--- config.mk ---
export PLATFORM = sky130hd
export DESIGN_NAME = vga_timing_gen
export DESIGN_NICKNAME = d
export VERILOG_FILES = /design/src/rtl/vga_timing_gen.sv
export SDC_FILE = /design/constraint.sdc
export NUM_CORES = 1
export LEC_CHECK = 0
export CORE_MARGIN = 8
export CORE_UTILIZATION = 40
export CTS_CLUSTER_DIAMETER = 100
export DETAILED_ROUTE_END_ITERATION = 8
export PLACE_DENSITY = 0.7
export SETUP_SLACK_MARGIN = 0.4
export SYNTH_ARGS = -nofsm -noshare
export SYNTH_HDL_FRONTEND = slang
export SYNTH_SLANG_ARGS = --single-unit
--- constraint.sdc ---
create_clock -name clock -period 3.05 [get_ports clock]
set_input_delay 0.7625 -clock clock [delete_from_list [all_inputs] [get_ports clock]]
set_output_delay 0.7625 -clock clock [all_outputs]
set_load 0.1 [all_outputs]
--- src/rtl/vga_timing_gen.sv ---
// 640x480@60 raster timing: pixel divider, x/y counters, sync decode and a registered, blanked RGB/sync output stage.
// Latency: vga_* pins lag the counters by one pixel (CLK_DIV clocks); no backpressure, free-running.
module vga_timing_gen #(
  parameter int CLK_DIV  = 2,
  parameter int H_ACTIVE = 640,
  parameter int H_FP     = 16,
  parameter int H_SYNC   = 96,
  parameter int H_BP     = 48,
  parameter int V_ACTIVE = 480,
  parameter int V_FP     = 10,
  parameter int V_SYNC   = 2,
  parameter int V_BP     = 33
) (
  input  logic       clock,
  input  logic       reset_n,
  input  logic [3:0] red_in,
  input  logic [3:0] green_in,
  input  logic [3:0] blue_in,
  output logic [9:0] x_coords,
  output logic [9:0] y_coords,
  output logic       video_on,
  output logic       pixel_tick,
  output logic       frame_start,
  output logic       vga_hs_n,
  output logic       vga_vs_n,
  output logic       vga_blank_n,
  output logic [3:0] vga_r,
  output logic [3:0] vga_g,
  output logic [3:0] vga_b
);

  localparam int H_TOTAL  = H_ACTIVE + H_FP + H_SYNC + H_BP;
  localparam int V_TOTAL  = V_ACTIVE + V_FP + V_SYNC + V_BP;
  localparam int HS_START = H_ACTIVE + H_FP;
  localparam int HS_END   = HS_START + H_SYNC;
  localparam int VS_START = V_ACTIVE + V_FP;
  localparam int VS_END   = VS_START + V_SYNC;

  localparam logic [3:0] DIV_LAST = 4'(CLK_DIV - 1);
  localparam logic [9:0] X_LAST   = 10'(H_TOTAL - 1);
  localparam logic [9:0] Y_LAST   = 10'(V_TOTAL - 1);

  logic [3:0] div_cnt;
  logic       x_last;
  logic       y_last;
  logic       hs_active;
  logic       vs_active;

  // With CLK_DIV=1 div_cnt never leaves 0, so the tick stays high even in reset.
  assign pixel_tick  = (div_cnt == DIV_LAST);
  assign x_last      = (x_coords == X_LAST);
  assign y_last      = (y_coords == Y_LAST);
  assign frame_start = pixel_tick && x_last && y_last;
  assign video_on    = (x_coords < 10'(H_ACTIVE)) && (y_coords < 10'(V_ACTIVE));
  assign hs_active   = (x_coords >= 10'(HS_START)) && (x_coords < 10'(HS_END));
  assign vs_active   = (y_coords >= 10'(VS_START)) && (y_coords < 10'(VS_END));

  always_ff @(posedge clock or negedge reset_n) begin
    if (!reset_n) begin
      div_cnt <= 4'd0;
    end else if (pixel_tick) begin
      div_cnt <= 4'd0;
    end else begin
      div_cnt <= div_cnt + 4'd1;
    end
  end

  always_ff @(posedge clock or negedge reset_n) begin
    if (!reset_n) begin
      x_coords <= 10'd0;
      y_coords <= 10'd0;
    end else if (pixel_tick) begin
      if (x_last) begin
        x_coords <= 10'd0;
        y_coords <= y_last ? 10'd0 : y_coords + 10'd1;
      end else begin
        x_coords <= x_coords + 10'd1;
      end
    end
  end

  // Output stage captures the decode of the counters as they leave (x,y).
  always_ff @(posedge clock or negedge reset_n) begin
    if (!reset_n) begin
      vga_hs_n    <= 1'b1;
      vga_vs_n    <= 1'b1;
      vga_blank_n <= 1'b0;
      vga_r       <= 4'd0;
      vga_g       <= 4'd0;
      vga_b       <= 4'd0;
    end else if (pixel_tick) begin
      vga_hs_n    <= !hs_active;
      vga_vs_n    <= !vs_active;
      vga_blank_n <= video_on;
      vga_r       <= video_on ? red_in   : 4'd0;
      vga_g       <= video_on ? green_in : 4'd0;
      vga_b       <= video_on ? blue_in  : 4'd0;
    end
  end

endmodule

* Word level (Yosys, flattened, before mapping)
Cells that the tools add are included.
** Storage, ports and cells
- Bits of input ports :: 14
- Logic and storage cells :: 35
- Output and inout port bits :: 38
- Register bits after elaboration :: 39
** Operators by class
- Magnitude comparators :: 6
- Add/sub/neg operators :: 3
- Mux-type cells :: 6
- Equality and inequality tests :: 3
- Reductions and logical operators :: 8
** Operators with widths (number)
- $add A10 B1 Y10 const B :: 2
- $eq A10 B10 Y1 const B :: 2
- $lt A10 B10 Y1 const B :: 2
- $lt A10 B9 Y1 const B :: 2
- $mux W10 :: 2
- $mux W4 :: 4
- $ge A10 B10 Y1 const B :: 1
- $ge A10 B9 Y1 const B :: 1
- $logic_and A1 B1 Y1 :: 5
- $add A4 B1 Y4 const B :: 1
- $eq A4 B1 Y1 const B :: 1
- $logic_not A1 Y1 :: 2
- $reduce_and A2 Y1 :: 1

* Depth between registers and ports, before layout
- Word-level depth :: 3
- Gate-level depth with buffers :: 6
- Gate-level depth less buffers :: 6

* Least setup slack after synthesis
No wires, ideal clock.
- Kind :: register to output
- Start :: register x_coords[8]
- End :: output port frame_start
- Buffers on the path :: 1
- Required time :: 2.288 ns
- Data arrival time :: 3.476 ns
- Stages on the path, launching flop included :: 5
- Slack :: -1.189 ns
- Path through :: dfrtp_1 or4b_2 or4_1 buf_2 nor2_1
** Between the ends
- Cells in the longest elaborated chain, start to end :: 3
** RTL lines
- start: declaration :: RTL line 19 : output logic [9:0] x_coords,
- start signal: assignment :: RTL line 77 : x_coords <= x_coords + 10'd1;
- $eq A10 B10 Y1 :: RTL line 51 : assign x_last = (x_coords == X_LAST);
- $logic_and A1 B1 Y1 (2 in a row) :: RTL line 53 : assign frame_start = pixel_tick && x_last && y_last;
- end: declaration :: RTL line 23 : output logic frame_start,
No other way between the ends.

* Final worst setup path
- Start :: register div_cnt[1]
- End :: output port frame_start
** Between the ends
- Cells in the longest elaborated chain, start to end :: 3
** RTL lines
- start: declaration :: RTL line 43 : logic [3:0] div_cnt;
- start signal: assignment :: RTL line 64 : div_cnt <= div_cnt + 4'd1;
- $eq A4 B1 Y1 :: RTL line 50 : assign pixel_tick = (div_cnt == DIV_LAST);
- $logic_and A1 B1 Y1 (2 in a row) :: RTL line 53
No other way between the ends.

==> impl_metrics.ini <==
[status]
outcome = finished, final reports clean

[timing]
tightest_slew_ps = 847
clock_skew_ps = 3.88
setup_viol = 0
fin_crit_sh_pct = 94.0
layout_min_cycle_time_ps = 2870
finalHoldViolCount = 0
drv_slew = 0
fmax_mhz = 349
relSlewSlack_pct = 43.6
fin_tns_setup_ps = 0
grt_setup_unrepaired = yes

[detailed_routing]
drt_iter0_drc = 76
first_pass_iters = 4
drcViolationCount = 0
ant_nets = 0
wl_per_cell_um = 16.6
vias = 1493
routed_wl_mm = 4.59
viasPerCell = 5.39

[global_route]
grt_use_total_pct = 14.9
grt_pass1_wl_mm = 7.62
grt_max_degree = 40
grt_pass1_vias = 1536
antenna_found_initial = 0
overflow = 0

[power]
power.density_nw_per_um2 = 457
ir_worst_vdd_v = 0.000257
p_leak_uw = 0.00113

[final_layout]
antenna_cells = 0
drive_gt1_share_pct = 36.4
final_cell_mix = buf_4, dfrtp_1, nand2_1
final_nets = 242
final_common_cell = buf_4
fin_util_pct = 58.3
area_growth_pct = 41.9
n_fill_cell = 360

[yosys]
synth.distinct_cells = 36
synth.avg_cell_area_sq_um = 10.8
yosys_register_bits = 39
netlist_instances = 164
synth_nets = 182
netlist_area_sq_um = 1760
synth_warnings = 0
seq_area_frac_synth_pct = 55.5

[setup_path]
ff2ff_setup_slack_ps = 670
cp-end-kind = output port
path_class = flip-flop to output port
crit_arrival_ps = 2100
worstPathMaxFanout = 2
critPathLaunchType = flip-flop
crit_required_ps = 2290

[clocking]
clockBufferDepth = 2
htreeDepth = 2
hold_buffers = 0
clock_sinks = 39
cts_root_buf = clkbuf_8
clock_latency_ps = 290
numCtsBuffers = 5
cts_tree = yes
path_clk_slew_ps = 70

[floorplanning]
io_pins = 52
die-width_um = 82.4
die_area_sq_um = 6790
die_h_um = 82.4
start_util_pct = 41.1
rows = 24
coreArea_sq_um = 4290

[run]
drv_cap = 0

[placed_design]
gp_congestion = 0.753
dp_hpwl_mm = 3.28
io_buffers = 51

[min_path]
min_path_type = flip-flop to flip-flop
[per-layer routing]
metal / wire length (um) / vias up / GRT usage (%)
li1: - / 707 / -
met4: 82 / 0 / 6.14
met2: 2340 / 34 / 24.0
met1: 1920 / 744 / 17.9
met3: 254 / 8 / 4.76
met5: 0 / - / 0
[logic make-up (layout without fill, tap and decap cells)]
group,Yosys count,in the layout,synth area share (%)
and+or+nand+nor,59,59,17.5
DFF,39,39,55.5
AOI/OAI and AO/OA,34,34,13.6
buffers and inverters,14,75,3.19
xor gates and xnor gates,10,10,4.96
adders and majority gates,4,4,2.84
muxes,4,4,2.41
[cell type report]
class,instances,area (sq um),area share [%]
Tap cell,52,65.1,2.60
Timing Repair Buffer,60,503,20.1
Clock inverter,2,60.1,2.40
Clock buffer,6,72.6,2.90
Inverter,7,30.0,1.20
Sequential cell,39,1010,40.2
Multi-Input combinational cell,111,766,30.6
[registers in the layout, indices dropped and copies added, names as in the netlist]
register,cells
div_cnt,4
vga_b,4
vga_blank_n,1
vga_g,4
vga_hs_n,1
vga_r,4
vga_vs_n,1
x_coords,10
y_coords,10
[where the power goes]
| group | switching [uW] | total [uW] | internal, uW |
|---|---|---|---|
| combinational | 79.3 | 109 | 29.8 |
| sequential | 4.75 | 530 | 525 |
| clock | 178 | 505 | 327 |
| total | 262 | 1140 | 882 |
[worst max-delay path, stage by stage (launching register included)]
cell,delay (ps)
dfrtp_1,390
or4b_4,540
or4_4,570
nor2_4,120
buf_12,180
[path summary, 6_finish.rpt]
path / start / to / depth (start not counted)
max: div_cnt[1] / frame_start / 4
min: vga_vs_n / vga_vs_n / 2
max reg2reg: div_cnt[1] / y_coords[3] / 6
min reg2reg: vga_vs_n / vga_vs_n / 2
max in group asynchronous: reset_n / x_coords[0] / 1
min in group asynchronous: reset_n / vga_b[1] / 1
[per-stage QoR]
stage	hold slack (ps)	total power (uW)	setup slack, ps	instance area, sq um	std cells
after global routing	505	1190	112	2500	277
after global placement	451	649	421	2330	265
after CTS	472	1160	178	2500	277
after floorplan	456	606	47.0	1820	164
after detailed placement	460	651	397	2330	265
final	473	1140	184	2500	277
[synth_stat cells, drive strengths merged]
cell    instances  area share, %
nor2            9            1.9
o21ai           7            2.0
o31ai           4            1.7
nor3            4            1.4
a22o           12            6.0
a22oi           1           0.43
buf             3           0.85
nor3b           1           0.43
nor4b           1           0.50
and3            3            1.1
mux2i           2            1.1
and2            1           0.35
or4             1           0.43
inv             7            1.5
nand2          17            3.6
a21o            1           0.43
or2             1           0.35
dfrtp          37             52
clkbuf          4           0.85
a31oi           2           0.71
xnor2           7            3.5
a21oi           5            1.4
xor2            3            1.5
nand3           8            2.3
ha              4            2.8
and4            1           0.50
dfstp           2            3.0
o21a            1           0.43
mux2            2            1.3
nand4           7            2.5
a21bo           1           0.57
nor4            3            1.1
or4b            2            1.1
[what timing repair did]
action / CTS / global route
setup endpoints to repair: 2 / 1
buffers inserted: 4 / 0
gates resized for setup: 3 / 0
hold endpoints to repair: 0 / 0
Power figures use the tool's default switching activity.
